===== src/rtl/cc_unit.sv =====
// cc_unit: Y86-64 condition-code register and jXX/cmovXX condition evaluator.
// Flags are captured from the ALU result/overflow on an accepted set_cc and
// the condition output is always computed from the stored flags, so a branch
// in execute sees the flags of the older OPq, not the one writing this cycle.
module cc_unit (
  input  logic        clk,
  input  logic        rst,
  input  logic        set_cc,
  input  logic        exc_block,
  input  logic [63:0] alu_result,
  input  logic        alu_ovf,
  input  logic [3:0]  ifun,
  output logic [2:0]  cc_out,
  output logic        cnd,
  output logic        cc_upd
);

  typedef enum logic {HOLD, UPDATE} wr_state_e;

  // Condition function codes
  localparam logic [3:0] C_ALW = 4'd0;
  localparam logic [3:0] C_LE  = 4'd1;
  localparam logic [3:0] C_L   = 4'd2;
  localparam logic [3:0] C_E   = 4'd3;
  localparam logic [3:0] C_NE  = 4'd4;
  localparam logic [3:0] C_GE  = 4'd5;
  localparam logic [3:0] C_G   = 4'd6;

  wr_state_e  state_q;
  logic [2:0] cc_q, cc_d;   // {ZF, SF, OF}
  logic       we;
  logic       zf, sf, of, lt;

  // An exception/halt in flight must never let a younger OPq touch the flags.
  assign we   = set_cc & ~exc_block;
  assign cc_d = {(alu_result == 64'h0), alu_result[63], alu_ovf};

  // Flag register plus the HOLD/UPDATE write state that drives cc_upd.
  always_ff @(posedge clk or posedge rst) begin
    if (rst) begin
      cc_q    <= 3'b100;
      state_q <= HOLD;
    end else begin
      state_q <= we ? UPDATE : HOLD;
      if (we) cc_q <= cc_d;
    end
  end

  assign cc_out = cc_q;
  assign cc_upd = (state_q == UPDATE);

  assign zf = cc_q[2];
  assign sf = cc_q[1];
  assign of = cc_q[0];
  assign lt = sf ^ of;

  // Condition evaluation strictly from the stored flags; codes 7-15 give 0.
  always_comb begin
    cnd = 1'b0;
    case (ifun)
      C_ALW:   cnd = 1'b1;
      C_LE:    cnd = lt | zf;
      C_L:     cnd = lt;
      C_E:     cnd = zf;
      C_NE:    cnd = ~zf;
      C_GE:    cnd = ~lt;
      C_G:     cnd = ~lt & ~zf;
      default: cnd = 1'b0;
    endcase
  end

endmodule

===== config.mk =====
export PLATFORM = sky130hd
export DESIGN_NAME = cc_unit
export DESIGN_NICKNAME = d
export VERILOG_FILES = /design/src/rtl/cc_unit.sv
export SDC_FILE = /design/constraint.sdc
export NUM_CORES = 1
export LEC_CHECK = 0
export ABC_AREA = 0
export CAP_MARGIN = 20
export CORE_ASPECT_RATIO = 0.75
export CORE_UTILIZATION = 18
export DETAILED_ROUTE_END_ITERATION = 12
export HOLD_SLACK_MARGIN = 0.08
export PLACE_DENSITY = 0.88
export SLEW_MARGIN = 20
export SYNTH_ARGS = -nofsm -noshare
export SYNTH_HDL_FRONTEND = slang
export SYNTH_SLANG_ARGS = --single-unit

===== constraint.sdc =====
create_clock -name clk -period 1.8 [get_ports clk]
set_input_delay 0.36 -clock clk [delete_from_list [all_inputs] [get_ports clk]]
set_output_delay 0.36 -clock clk [all_outputs]
set_load 0.05 [all_outputs]

==> results.sh <==
export IMPL_status="finished, violations left"
export IMPL_failed_checks="setup timing"
export IMPL_grt_pass1_vias=747
export IMPL_fin_util_pct=68.0
export IMPL_power_frac_clock_pct=23.6
export IMPL_netlist_area_sq_um=367
export IMPL_grt_max_degree=5
export IMPL_drtIter0Drc=1
export IMPL_wl_per_cell_um=12.6
export IMPL_ant_nets=0
export IMPL_clock_latency_ns=0.24
export IMPL_routed_wl_um=1830
export IMPL_arrival_ns=1.60
export IMPL_worstMarginPinSlew_ns=0.272
export IMPL_hpwlAfterDp_um=1720
export IMPL_synth_nets=114
export IMPL_synth_top_area_share_pct=22.2
export IMPL_nets=197
export IMPL_h_tree_depth=1
export IMPL_numClockSinks=4
export IMPL_drv_cap=0
export IMPL_synthCells=41
export IMPL_cts_hold_fix_buffers=0
export IMPL_clk_pin_slew_worst_paths_ns=0.04
export IMPL_synth_area_top_cells="nor4_1 22%, dfrtp_1 20%, nor4_2 10%, dfstp_2 7.2%, mux2_2 6.1%"
export IMPL_grt_overflow=0
export IMPL_worstPathCellList="xnor2_2, maj3_2, o32a_1, a21oi_4, buf_12"
export IMPL_power_frac_seq_pct=21.2
export IMPL_port_buffers=77
export IMPL_ys_seq_area_share_pct=27.6
export IMPL_row_count=13
export IMPL_ys_flop_type="dfrtp_1"
export IMPL_cts_tree="done"
export IMPL_vias=688
export IMPL_synth_distinct_cells=18
export IMPL_slowest_delay_ns=0.43
export IMPL_start_kind="register"
export IMPL_min_period_ns=1.96
export IMPL_track_usage_pct=17.2
export IMPL_critPathTopFamily="flip-flops"
export IMPL_min_period_over_period_pct=109
export IMPL_drive_gt1_share_pct=18.7
export IMPL_vdd_ir_drop_worst_v=0.000311
export IMPL_synth_edff_count=0
export IMPL_fmax_mhz=509
export IMPL_cp_required_ns=1.44
export IMPL_hold_viol=0
export IMPL_hp_class="in2async"
export IMPL_dr_pass1_iters=2
export IMPL_cts_max_path_buffers=2
export IMPL_grt_first_pass_wirelength_um=2640
export IMPL_start_util_pct=20.1
export IMPL_slew_violations=0
export IMPL_rsz0062_at_grt="yes"
export IMPL_synth_common_cells="13 x nor4_1, 3 x dfrtp_1, 3 x inv_1, 3 x nand4_1, 3 x nor4_2"
export IMPL_swShare_pct=27.5
export IMPL_endpoint_kind="output pin"
export IMPL_crit_buf_inv=1
export IMPL_finalSetupViolations=1
export IMPL_combPwrFrac_pct=55.2
export IMPL_reg2reg_depth=2
export IMPL_p_sw_mw=0.142
export IMPL_yosys_warnings=0
export IMPL_io_pins=78
export IMPL_ys_seq_elements=4
export IMPL_yosysMostFrequentCell="nor4_1"
export IMPL_p_int_mw=0.373
export IMPL_drc_errors=0
export IMPL_area_growth_synth_to_final_pct=238
export IMPL_timing_slew_headroom_pct=81.7
export IMPL_cts_root_buf="clkbuf_4"
export IMPL_avgSynthCellArea_sq_um=8.94
export IMPL_die_area_sq_um=2220
export IMPL_place_ws_ns=-0.183
export IMPL_critical_path_class="reg2out"
export IMPL_finalWorstSetupSlack_ns=-0.165
export IMPL_synth_top_area_cell="nor4_1"
export IMPL_numCtsBuffers=3
export IMPL_place_congestion=0.665
export IMPL_vias_per_cell=4.74
export IMPL_crit_cells=5
export IMPL_cp_max_fo=3
export IMPL_core_sq_um=1820
export IMPL_num_antenna_cells=0
export IMPL_leakage_nw=0.441
export IMPL_finClkSkew_ns=0
export IMPL_regToRegSetupSlack_ns=0.93
export IMPL_critPathSlowestCell="dfrtp_2"
export IMPL_fp_dieH_um=41.1
export IMPL_power_density_nw_per_um2=415
export IMPL_die_width_um=54.1
export IMPL_antenna_found_initial=0
export IMPL_synth_async_reset_ratio_pct=100
==> routing by layer <==
layer | track usage [%] | vias to the layer above | wire length, um
met3 | 2.96 | 0 | 121
met2 | 42.0 | 38 | 1120
met5 | 0 | - | 0
met4 | 5.13 | 0 | 0
met1 | 13.6 | 314 | 589
li1 | - | 336 | -
==> cell families after synthesis <==
logic type	Yosys count	synth area share, %
flops	4	27.6
xor+xnor	1	2.39
simple gates	25	48.5
mux	2	6.14
fa+ha+maj	1	2.73
buf+inv	3	3.07
compound gates	5	9.56
==> final cells by class <==
cell class	count	area [sq um]
fillers	161	583
multi-input cells	34	280
repair buffers	78	790
inverters	3	11.3
clock buffers	4	26.3
flip-flops and latches	4	104
well taps	22	27.5
==> registers in the layout, indices dropped and copies added (netlist names) <==
name and cells:
cc_out 3, cc_upd 1
==> what timing repair did <==
item / CTS / global route
resized for setup: 1 / 1
buffers inserted: 0 / 0
endpoints found under the setup margin: 1 / 2
==> metrics by stage <==
stage                     cell area (sq um)  TNS, ns  cells  hold WS (ns)  total power, mW
after floorplan                         389  -0.0724     41         0.125            0.197
after global placement                 1210   -0.262    141         0.512            0.387
after detailed placement               1210   -0.322    141         0.531            0.394
after CTS                              1230   -0.185    145         0.318            0.519
after global routing                   1240   -0.233    145         0.329            0.544
final                                  1240   -0.165    145         0.322            0.515
==> worst reg2reg max path, cell delays in order, from the launching register on <==
cell	delay [ns]
dfstp_2	0.57
inv_1	0.05
o22ai_1	0.17
==> placed cells by master, fill, tap and decap left out, types with 2 or more instances in the layout <==
cell,synthesis,final
nand2_1,2,2
nor4_1,13,12
clkbuf_4,0,3
nor4_2,3,4
buf_12,0,2
clkdlybuf4s50_1,0,71
dfrtp_2,0,2
nand4_1,3,3
buf_4,0,4
mux2_2,2,2
inv_1,3,3
==> power groups by stage <==
stage | clock network [mW] | logic (mW) | registers, mW
global placement | 0 | 0.277 | 0.109
floorplan | 0 | 0.0598 | 0.137
finish | 0.121 | 0.284 | 0.109
CTS | 0.124 | 0.286 | 0.109
global route | 0.135 | 0.300 | 0.109
detailed placement | 0 | 0.285 | 0.110
==> final timing paths <==
path	endpoint	startpoint
hold / removal	cc_out[1]$_DFFE_PP0P_	rst
setup reg to reg	cc_out[2]$_DFFE_PP1P_	cc_out[2]$_DFFE_PP1P_
setup / recovery	cnd	cc_out[0]$_DFFE_PP0P_
min in group clk	cc_out[2]$_DFFE_PP1P_	cc_out[2]$_DFFE_PP1P_
max in group asynchronous	cc_out[2]$_DFFE_PP1P_	rst
hold reg to reg	cc_out[2]$_DFFE_PP1P_	cc_out[2]$_DFFE_PP1P_
(Power assumes the default switching activity.)
